--- src/rtl/pc_gen_pkg.sv ---
// Shared CPU definitions for the fetch-PC generator: FSM state encoding and
// default reset vector / instruction step.
package pc_gen_pkg;

    typedef logic [1:0] pc_state_t;

    localparam pc_state_t ST_BOOT = 2'd0;
    localparam pc_state_t ST_RUN  = 2'd1;
    localparam pc_state_t ST_PEND = 2'd2;

    localparam logic [31:0] RESET_VEC_DEF = 32'hBFC0_0000;
    localparam int unsigned INST_STEP_DEF = 4;

endpackage

--- src/rtl/pc_gen_next_sel.sv ---
// Combinational next-PC / next-state selection for pc_gen.
// Priority: flush, branch, pending redirect, stall hold, sequential step.
module pc_next_sel
    import pc_gen_pkg::*;
#(
    parameter int unsigned ADDR_W    = 32,
    parameter int unsigned INST_STEP = INST_STEP_DEF
) (
    input  pc_state_t         state_i,
    input  logic [ADDR_W-1:0] pc_i,
    input  logic [ADDR_W-1:0] pend_pc_i,
    input  logic              stall_i,
    input  logic              flush_i,
    input  logic [ADDR_W-1:0] flush_pc_i,
    input  logic              branch_i,
    input  logic [ADDR_W-1:0] branch_pc_i,
    output pc_state_t         state_o,
    output logic [ADDR_W-1:0] pc_o,
    output logic [ADDR_W-1:0] pend_pc_o
);

    always_comb begin
        state_o   = state_i;
        pc_o      = pc_i;
        pend_pc_o = pend_pc_i;
        if (state_i == ST_BOOT) begin
            // Redirects are ignored until the reset vector has been issued.
            state_o = ST_RUN;
        end else if (flush_i) begin
            pc_o      = flush_pc_i;
            pend_pc_o = '0;
            state_o   = ST_RUN;
        end else if (branch_i) begin
            if (stall_i) begin
                pend_pc_o = branch_pc_i;
                state_o   = ST_PEND;
            end else begin
                pc_o      = branch_pc_i;
                pend_pc_o = '0;
                state_o   = ST_RUN;
            end
        end else if (state_i == ST_PEND) begin
            if (!stall_i) begin
                pc_o      = pend_pc_i;
                pend_pc_o = '0;
                state_o   = ST_RUN;
            end
        end else if (!stall_i) begin
            pc_o = pc_i + ADDR_W'(INST_STEP);
        end
    end

endmodule

--- src/rtl/pc_gen.sv ---
// Fetch program-counter generator: holds PC, fetch enable and a one-entry
// buffer for branch redirects that arrive while the fetch stage is stalled.
module pc_gen
    import pc_gen_pkg::*;
#(
    parameter int unsigned       ADDR_W    = 32,
    parameter logic [ADDR_W-1:0] RESET_VEC = RESET_VEC_DEF,
    parameter int unsigned       INST_STEP = INST_STEP_DEF
) (
    input  logic              clk_i,
    input  logic              rst_n_i,
    input  logic              stall_i,
    input  logic              flush_i,
    input  logic [ADDR_W-1:0] flush_pc_i,
    input  logic              branch_i,
    input  logic [ADDR_W-1:0] branch_pc_i,
    output logic [ADDR_W-1:0] pc_o,
    output logic              ce_o,
    output logic              pend_o,
    output logic              adel_o
);

    pc_state_t         state_q, state_d;
    logic [ADDR_W-1:0] pc_q, pc_d;
    logic [ADDR_W-1:0] pend_pc_q, pend_pc_d;
    logic              ce_q;

    pc_next_sel #(
        .ADDR_W    (ADDR_W),
        .INST_STEP (INST_STEP)
    ) u_next_sel (
        .state_i     (state_q),
        .pc_i        (pc_q),
        .pend_pc_i   (pend_pc_q),
        .stall_i     (stall_i),
        .flush_i     (flush_i),
        .flush_pc_i  (flush_pc_i),
        .branch_i    (branch_i),
        .branch_pc_i (branch_pc_i),
        .state_o     (state_d),
        .pc_o        (pc_d),
        .pend_pc_o   (pend_pc_d)
    );

    always_ff @(posedge clk_i) begin
        if (!rst_n_i) begin
            state_q   <= ST_BOOT;
            pc_q      <= RESET_VEC;
            pend_pc_q <= '0;
            ce_q      <= 1'b0;
        end else begin
            state_q   <= state_d;
            pc_q      <= pc_d;
            pend_pc_q <= pend_pc_d;
            ce_q      <= (state_d != ST_BOOT);
        end
    end

    assign pc_o   = pc_q;
    assign ce_o   = ce_q;
    assign pend_o = (state_q == ST_PEND);
    assign adel_o = |pc_q[1:0];

endmodule

--- config.mk ---
export PLATFORM = sky130hd
export DESIGN_NAME = pc_gen
export DESIGN_NICKNAME = d
export VERILOG_FILES = /design/src/rtl/pc_gen_pkg.sv /design/src/rtl/pc_gen_next_sel.sv /design/src/rtl/pc_gen.sv
export SDC_FILE = /design/constraint.sdc
export NUM_CORES = 1
export LEC_CHECK = 0
export BUFFER_PORTS_ARGS = -buffer_cell sky130_fd_sc_hd__buf_4
export CAP_MARGIN = 20
export CORE_MARGIN = 2
export CORE_UTILIZATION = 50
export CTS_BUF_LIST = sky130_fd_sc_hd__clkbuf_8
export CTS_CLUSTER_SIZE = 8
export DETAILED_ROUTE_END_ITERATION = 6
export PLACE_DENSITY = 0.76
export SLEW_MARGIN = 20
export SYNTH_ARGS = -nofsm -noshare
export SYNTH_HDL_FRONTEND = slang
export SYNTH_SLANG_ARGS = --single-unit
--- constraint.sdc ---
create_clock -name clk_i -period 4.7 [get_ports clk_i]
set_input_delay 0.94 -clock clk_i [delete_from_list [all_inputs] [get_ports clk_i]]
set_output_delay 0.94 -clock clk_i [all_outputs]
set_load 0.01 [all_outputs]
==> results of run 1 <==
[sequential cells by signal, indices dropped and copies added (netlist names)]
signal,cells
pc_o,32
pend_pc_q,32
ce_o,1
state_q,2
[how the worst max path moves through the flow]
stage	startpoint	endpoint	slack, ps	cells after the start
2_1_floorplan	branch_i	state_q[0]$_SDFF_PN0_	2350	6
3_3_place_gp	branch_i	pend_pc_q[4]$_SDFFE_PN0P_	1510	7
3_5_place_dp	branch_i	pend_pc_q[5]$_SDFFE_PN0P_	1400	7
4_1_cts	branch_i	pend_pc_q[5]$_SDFFE_PN0P_	1750	7
5_1_grt	branch_i	pend_pc_q[8]$_SDFFE_PN0P_	1430	7
6_report	branch_i	pend_pc_q[5]$_SDFFE_PN0P_	1690	7
[power by group through the flow]
stage / logic (mW) / clock network (mW) / registers, mW
4_1_cts: 0.291 / 0.558 / 0.634
5_1_grt: 0.319 / 0.578 / 0.640
6_report: 0.293 / 0.553 / 0.635
2_1_floorplan: 0.157 / 0 / 0.648
3_5_place_dp: 0.289 / 0 / 0.647
3_3_place_gp: 0.284 / 0 / 0.646
[placed cells by master, fill, tap and decap left out, drive strengths merged, types with 7 or more instances in the layout]
cell type and n:
a21boi 26, nand2 61, buf 111, or3 16, nand4 35, inv 10
o21ai 15, a221oi 13, o311ai 7, nand3 22, a21oi 48, o211ai 16
nor2 37, nor4 7, dfxtp 67, clkbuf 11, nor3 15, mux2i 10
[stage by stage]
step | utilization [%] | power [mW] | instance area [sq um] | std cells | worst slack (ps)
floorplan | - | 0.805 | 4040 | 533 | 2350
global placement | 61.9 | 0.930 | 4810 | 692 | 1510
CTS | 64.9 | 1.48 | 5040 | 709 | 1750
global route | 64.9 | 1.54 | 5040 | 710 | 1430
finish | 64.9 | 1.48 | 5040 | 710 | 1690
detailed placement | 61.9 | 0.936 | 4810 | 693 | 1400
[routing by layer]
metal | part of all wire [%] | track usage, %
met5 | 0 | 0
met4 | 1.9 | 11.4
met2 | 46 | 46.1
met3 | 8.9 | 4.17
met1 | 43 | 38.8
[critical path: stages]
cell and delay [ps]:
buf_4 630, nor2_1 170, o21ai_0 160, nor2b_2 650
buf_4 340, nand4_1 110, a21boi_0 230
[Yosys cell counts (2+ instances only)]
library cell / number / area, sq um
nand2b_1: 5 / 31.3
o221ai_1: 6 / 52.6
dfxtp_1: 67 / 1340
or3_1: 16 / 100
xnor2_1: 6 / 52.6
buf_2: 3 / 15.0
nor4_1: 6 / 37.5
o311ai_0: 4 / 35.0
o21a_1: 2 / 15.0
o211ai_1: 16 / 120
a221oi_1: 13 / 114
mux2i_1: 10 / 100
nor3_2: 2 / 20.0
and3_1: 6 / 37.5
o21ai_0: 14 / 70.1
clkbuf_1: 44 / 165
a22oi_1: 2 / 15.0
and4_1: 2 / 17.5
a211o_1: 5 / 43.8
buf_1: 4 / 15.0
a31o_2: 2 / 17.5
a21boi_0: 26 / 195
xor2_1: 5 / 43.8
a211oi_1: 4 / 30.0
o311ai_1: 3 / 26.3
nand4b_1: 2 / 17.5
inv_1: 10 / 37.5
nand3_1: 22 / 110
a221o_1: 4 / 40.0
a31oi_1: 2 / 12.5
nand2_1: 61 / 229
nand4_1: 34 / 213
nor2_1: 37 / 139
a21oi_1: 48 / 240
nor2b_1: 6 / 37.5
a311o_1: 3 / 30.0
nor3_1: 13 / 65.1
[cell type report]
cell class	instances	area, sq um
Clock buffer	11	151
Clock inverter	5	75.1
Fill cell	707	2720
Inverter	11	41.3
Multi-Input combinational cell	403	2480
Sequential cell	67	1340
Tap cell	102	128
Timing Repair Buffer	111	830
[cell families (layout without fill, tap and decap cells)]
group	Yosys count	count (layout)	share of synthesized area, %
AND/OR/NAND/NOR	218	218	27.4
XOR/XNOR	11	11	2.38
AO/OA/AOI/OAI	163	163	28.2
buffers and inverters	63	138	6.03
adder cells (fa/ha/maj)	1	1	0.309
multiplexers	10	10	2.48
flip-flops	67	67	33.2
==> results_dict.tcl, run 1 <==
set metrics [dict create \
    io_pins 104 \
    hold_buffers 0 \
    ys_warn_count 0 \
    clk_pin_slew_ps 80 \
    finalHoldWorstSlack_ps 456 \
    gp_congestion 0.836 \
    cts_tree "done" \
    drv_slew 0 \
    async_flop_share_pct 0 \
    dieWidth_microns 93.9 \
    syn2layout_area_growth_pct 24.8 \
    vdd_ir_drop_max_uv 139 \
    path_class "in2reg" \
    p_switching_uw 426 \
    cts_buffer_depth 2 \
    grt_pass1_vias 4193 \
    ant_nets 0 \
    synth_fp_nets 603 \
    dp_hpwl_microns 8280 \
    grt_use_total_pct 28.7 \
    clockPowerShare_pct 37.4 \
    cts_setup_buffers 0 \
    first_pass_iters 5 \
    pwr_density_cell_mw_per_mm2 294 \
    ctsRootBufferMaster "clkbuf_8" \
    die-area_sq_mm 0.00882 \
    synth_seq_cells 67 \
    drcViolationCount 0 \
    vias 4483 \
    holdPathEnd "pend_pc_q[25]$_SDFFE_PN0P_" \
    path_max_fanout 88 \
    grt_pass1_wl_microns 20300 \
    viasPerCell 6.31 \
    power_frac_comb_pct 19.8 \
    fmax_mhz 332 \
    core-area_sq_mm 0.00777 \
    min_from "pend_pc_q[25]$_SDFFE_PN0P_" \
    syn_area_per_cell_sq_um 7.59 \
    setup_viol 0 \
    r2r-end "pc_o[22]$_SDFFE_PN1P_" \
    first_iter_violations 351 \
    clock-sinks 67 \
    slew_headroom_pct 40.1 \
    globalRouteOverflowTotal 0 \
    grt_max_degree 89 \
    intPower_mw 1.06 \
    htreeDepth 3 \
    p_leak_nw 1.91 \
    port_buffers 103 \
    rsz0062_at_grt "false" \
    antenna_found_initial 0 \
    synth.distinct_cells 55 \
    row_count 32 \
    end_kind "flip-flop" \
    clkLatencyLatePin_ps 340 \
    r2r_cells 7 \
    fin_skew_ps 7.77 \
    initial_utilization_pct 52.1 \
    nets 673 \
    r2r-start "pc_o[2]$_SDFFE_PN0P_" \
    wl_per_cell_microns 17.5 \
    final.min_clock_period_ps 3010 \
    synth_seq_area_share_pct 33.2 \
    layout-drive-gt1-share_pct 23.4 \
    fp.dieH_microns 93.9 \
    syn-cell-area_sq_mm 0.00404 \
    synth_edf_count 0 \
    synthFlopType "dfxtp_1" \
    tns_ps 0 \
    hp-class "reg2reg" \
    n_antenna_cell 0 \
    worstPathArrival_ps 3270 \
    cp-start-kind "primary input" \
    routed_wl_microns 12500 \
    synth_cells 533 \
    worst_pin_slew_ps 898 \
    cts.repair.resized 0 \
    cp_data_required_time_ps 4960 \
    hold_violations 0 \
    r2r_slack_ps 2150 \
    p_sw_share_pct 28.7 \
    min_path_cells 2 \
    outcome "completed" \
    cts_buffers 9 \
    p_seq_share_pct 42.9 \
    post-route-period-util_pct 64.1 \
    cap_violations 0 \
]
No activity file was read; power rests on OpenSTA's default activity.
==> inputs of run 2 (changes only) <==
ABC_AREA = 1   (was unset)
PLACE_DENSITY = 0.78   (was 0.76)
clock period = 2.6 ns   (was 4.7 ns; I/O delays follow)
==> results_dict.tcl, run 2 <==
set metrics [dict create \
    first_pass_iters 5 \
    ant_nets 0 \
    routed_wl_microns 13700 \
    first_iter_violations 441 \
    final.min_clock_period_ps 1940 \
    cts.repair.resized 0 \
    grt_util_met2_pct 46.4 \
    gp_congestion 0.895 \
    path_max_fanout 6 \
    grt_pass1_vias 4537 \
    vias 5097 \
    fill_cells 837 \
    initial_utilization_pct 51.0 \
    async_flop_share_pct 0 \
    nets 855 \
    slew_headroom_pct 57.6 \
    clkLatencyLatePin_ps 350 \
    fin_skew_ps 11.8 \
    cp_top_family "simple AND/OR/NAND/NOR gates" \
    clk_pin_slew_ps 80 \
    drcViolationCount 0 \
    synth_edf_count 0 \
    end_kind "flip-flop" \
    syn2layout_area_growth_pct 22.8 \
    critical-path-slowest-cell "dfxtp_1" \
    row_count 34 \
    htreeDepth 3 \
    synth_cells 706 \
    grt_use_total_pct 28.6 \
    vdd_ir_drop_max_uv 293 \
    globalRouteOverflowTotal 0 \
    clock-sinks 67 \
    critPathMostFrequentCell "nand2_1" \
    dp_hpwl_microns 9600 \
    worstPathArrival_ps 2240 \
    critical-path-max-stage-delay_ps 460 \
    cp-start-kind "flip-flop" \
    setup_viol 0 \
    busiest_layer "met2" \
    outcome "completed" \
    antenna_found_initial 0 \
    cts_setup_buffers 0 \
    cts_tree "done" \
    hp-class "in2reg" \
    path_class "reg2reg" \
    wl_per_cell_microns 15.3 \
    multi_input_area_sq_mm 0.00265 \
    die-area_sq_mm 0.00953 \
    synth_top_cell_by_area "dfxtp_1" \
    syn-cell-area_sq_mm 0.00438 \
    drv_slew 0 \
    cp_data_required_time_ps 2900 \
    port_buffers 103 \
    core-area_sq_mm 0.00859 \
    synth.distinct_cells 36 \
    synth.top_cell.area_share_pct 30.6 \
    grt_max_degree 57 \
    synth_seq_cells 67 \
    cap_violations 0 \
    p_leak_nw 2.39 \
    rsz0062_at_grt "false" \
    worst-path-buf-inv 2 \
    ctsRootBufferMaster "clkbuf_8" \
    layout-drive-gt1-share_pct 20.0 \
    met3_usage_pct 4.60 \
    synth_fp_nets 776 \
    synth_most_common_cell "nand2_1" \
    n_antenna_cell 0 \
    hold_violations 0 \
    mostFrequentLayoutCell "nand2_1" \
    syn_area_per_cell_sq_um 6.21 \
    ys_warn_count 0 \
    pwr_density_cell_mw_per_mm2 506 \
    tns_ps 0 \
    use_met1_pct 39.5 \
    cts_buffers 9 \
    hold_buffers 0 \
    fmax_mhz 515 \
    fp.dieH_microns 97.6 \
    dieWidth_microns 97.6 \
    io_pins 104 \
    final_util_pct 62.7 \
    viasPerCell 5.68 \
    ys_top_cells_by_area "dfxtp_1, nand2_1, a21oi_1" \
    final-seq-area_sq_mm 0.00134 \
    synthFlopType "dfxtp_1" \
    cts_buffer_depth 2 \
    cp_cell_sequence "ha_1 > nand3_2 > inv_2 > nand2_4 > inv_1 > nand3_1 > nand2_1 > nor2_1 > o21ai_0 > nand2_1 > nand2_1" \
    post-route-period-util_pct 74.8 \
    worst_pin_slew_ps 636 \
    synth_seq_area_share_pct 30.6 \
    mostFrequentLayoutCells "nand2_1, buf_4, a21oi_1" \
    synth.top_cells.by_count "nand2_1, a21oi_1, nor2_1" \
    grt_pass1_wl_microns 22300 \
]
-- run 2: metrics by stage --
stage                     total power, mW  hold slack [ps]  std cells  area [sq um]  setup WS, ps
after floorplan                      1.52              430        706          4380           945
after global placement               1.75              439        882          5170           665
after detailed placement             1.77              443        882          5170           561
after CTS                            2.73              352        898          5380           686
after global routing                 2.85              363        898          5380           511
final                                2.72              355        898          5380           656
-- run 2: worst register-to-register path, cell delays in order, from the launching register on --
cell     delay (ps)
dfxtp_1         460
ha_1            340
nand3_2         170
inv_2           110
nand2_4         100
inv_1           110
nand3_1          80
nand2_1         100
nor2_1           50
o21ai_0         230
nand2_1          80
nand2_1          60
-- run 2: power breakdown --
group	internal [mW]	switching [mW]
clock	0.538	0.433
combinational	0.248	0.343
sequential	1.08	0.0797
total	1.87	0.855
-- run 2: per-layer routing --
| layer | up-vias | part of all wire (%) |
|---|---|---|
| met5 | - | 0 |
| met1 | 2358 | 43 |
| met4 | 0 | 1.2 |
| li1 | 2486 | - |
| met3 | 16 | 8.8 |
| met2 | 237 | 47 |
-- run 2: logic make-up (layout without fill, tap and decap cells) --
| logic type | after synthesis | count (layout) | synth area share, % |
|---|---|---|---|
| adder cells (fa/ha/maj) | 1 | 1 | 0.285 |
| AND/OR/NAND/NOR | 368 | 368 | 38.6 |
| flip-flops | 67 | 67 | 30.6 |
| AO/OA/AOI/OAI | 169 | 169 | 20.0 |
| XOR/XNOR | 8 | 8 | 1.60 |
| buffers and inverters | 93 | 177 | 8.99 |
-- run 2: worst paths after layout --
check | startpoint | end | slack, ps | cells after the start
setup / recovery | pc_o[2]$_SDFFE_PN0P_ | pc_o[26]$_SDFFE_PN1P_ | 660 | 11
hold / removal | rst_n_i | ce_o$_SDFF_PN0_ | 360 | 1
setup reg to reg | pc_o[2]$_SDFFE_PN0P_ | pc_o[26]$_SDFFE_PN1P_ | 660 | 11
hold reg to reg | pend_pc_q[29]$_SDFFE_PN0P_ | pend_pc_q[29]$_SDFFE_PN0P_ | 460 | 2
-- run 2: area by class of cell --
cell class | count | share of cell area (%)
Clock buffer | 9 | 2.30
Timing Repair Buffer | 113 | 16.0
Tap cell | 108 | 2.51
Inverter | 48 | 3.35
Clock inverter | 7 | 1.74
Sequential cell | 67 | 24.9
Multi-Input combinational cell | 546 | 49.2
==> inputs of run 3 (changes only) <==
PLACE_DENSITY = 0.75   (was 0.78)
clock period = 2 ns   (was 2.6 ns; I/O delays follow)
==> results_dict.tcl, run 3 (same netlist as run 2, synthesis figures left out) <==
set metrics [dict create \
    worst-path-buf-inv 0 \
    core-area_sq_mm 0.00859 \
    syn2layout_area_growth_pct 24.4 \
    multi_input_area_sq_mm 0.00265 \
    cp_num_cells 11 \
    cap_violations 0 \
    cts_buffer_depth 2 \
    fmax_mhz 592 \
    first_iter_violations 380 \
    antenna_found_initial 0 \
    setup_viol 0 \
    clkLatencyLatePin_ps 360 \
    globalRouteOverflowTotal 0 \
    outcome "completed" \
    path_class "reg2reg" \
    clk_pin_slew_ps 80 \
    drcViolationCount 0 \
    setup_ws_ps 312 \
    hold_violations 0 \
    cp_cell_sequence "nand2_1 > nor2_1 > nand2_1 > nor3_1 > nand2_1 > nand2_1 > nand3_1 > nand2_1 > nand2_1 > nand2_1 > nand2_1" \
    endpoint "pc_o[28]$_SDFFE_PN1P_" \
    fill_cells 833 \
    grt_use_total_pct 29.3 \
    row_count 34 \
    grt_max_degree 57 \
    htreeDepth 3 \
    cts.repair.resized 0 \
    grt_pass1_wl_microns 22800 \
    final_cells 905 \
    dieWidth_microns 97.6 \
    end_kind "flip-flop" \
    place_inst 890 \
    p_leak_nw 2.43 \
    clock-sinks 67 \
    worstPathArrival_ps 1940 \
    critical-path-slowest-cell "dfxtp_1" \
    dp_slack_ps 156 \
    worst_pin_slew_ps 501 \
    r2r-end "pc_o[28]$_SDFFE_PN1P_" \
    ctsRootBufferMaster "clkbuf_8" \
    routed_wl_microns 13900 \
    critPathMostFrequentCell "nand2_1" \
    cp-start-kind "flip-flop" \
    cts_setup_buffers 0 \
    grt_pass1_vias 4753 \
    critical-path-max-stage-delay_ps 460 \
    layout-drive-gt1-share_pct 20.8 \
    cts_buffers 9 \
    cp_data_required_time_ps 2250 \
    first_pass_iters 6 \
    r2r-start "pc_o[14]$_SDFFE_PN0P_" \
    rsz0062_at_grt "false" \
    n_antenna_cell 0 \
    dp_hpwl_microns 9650 \
    post-route-period-util_pct 84.4 \
    cts_tree "done" \
    vdd_ir_drop_max_uv 357 \
    hold_buffers 0 \
    fp.dieH_microns 97.6 \
    initial_utilization_pct 51.0 \
    r2r_cells 11 \
    cp_top_family "simple AND/OR/NAND/NOR gates" \
    path_max_fanout 6 \
    r2r_slack_ps 310 \
    ant_nets 0 \
    final-seq-area_sq_mm 0.00134 \
    port_buffers 103 \
    wl_per_cell_microns 15.3 \
    fin_skew_ps 7.91 \
    hp-class "in2reg" \
    mostFrequentLayoutCells "nand2_1, buf_4, a21oi_1" \
    crit_start "pc_o[14]$_SDFFE_PN0P_" \
    die-area_sq_mm 0.00953 \
    final.min_clock_period_ps 1690 \
    vias 5072 \
    viasPerCell 5.60 \
    nets 863 \
    drv_slew 0 \
    gp_congestion 0.912 \
    slew_headroom_pct 66.6 \
    io_pins 104 \
    pwr_density_cell_mw_per_mm2 634 \
    tns_ps 0 \
    mostFrequentLayoutCell "nand2_1" \
]
[run 3: cell count changes in the layout (fill, tap and decap cells not counted)]
| cell | before | now |
|---|---|---|
| buf_4 | 112 | 117 |
| buf_12 | 1 | 4 |
| bufinv_16 | 2 | 1 |
| clkinvlp_4 | 1 | 2 |
| inv_1 | 45 | 44 |
[run 3: how the worst min path moves through the flow]
stage	start	end	slack (ps)	depth (start not counted)
global route	rst_n_i	ce_o$_SDFF_PN0_	230	1
detailed placement	pend_pc_q[29]$_SDFFE_PN0P_	pend_pc_q[29]$_SDFFE_PN0P_	450	2
CTS	rst_n_i	ce_o$_SDFF_PN0_	230	1
global placement	pend_pc_q[29]$_SDFFE_PN0P_	pend_pc_q[29]$_SDFFE_PN0P_	440	2
floorplan	pend_pc_q[29]$_SDFFE_PN0P_	pend_pc_q[29]$_SDFFE_PN0P_	430	2
finish	rst_n_i	ce_o$_SDFF_PN0_	240	1
[run 3: area by class of cell]
type                       instances  share of cell area [%]
tap                              108                    2.48
inverter                          48                    3.30
multi-input combinational        546                    48.6
clock inverter                     6                    1.24
clock buffer                       9                    2.27
sequential                        67                    24.6
timing repair buffer             121                    17.6
[run 3: where the power goes]
group	leakage (nW)	internal (mW)	switching [mW]
Combinational	1.79	0.343	0.457
Clock	0.0913	0.570	0.582
Sequential	0.548	1.41	0.0978
[run 3: layer usage]
| layer | track usage, % | vias up | share of wire (%) |
|---|---|---|---|
| met4 | 10.1 | 0 | 1.2 |
| met5 | 0 | - | 0 |
| met2 | 47.4 | 246 | 47 |
| met1 | 39.1 | 2296 | 44 |
| li1 | - | 2508 | - |
| met3 | 5.54 | 22 | 8.5 |
[run 3: stage by stage]
step,power [mW],cell area [sq um],hold WS (ps),utilization [%]
floorplan,1.97,4380,430,-
global placement,2.31,5260,440,61.3
detailed placement,2.32,5260,449,61.3
CTS,3.46,5460,227,63.5
global route,3.62,5460,228,63.5
finish,3.46,5460,237,63.5
[run 3: worst register-to-register path, delay by kind of cell, from the launching register on]
kind             cells  cell delay [ps]
DFF                  1              460
and+or+nand+nor     11             1140
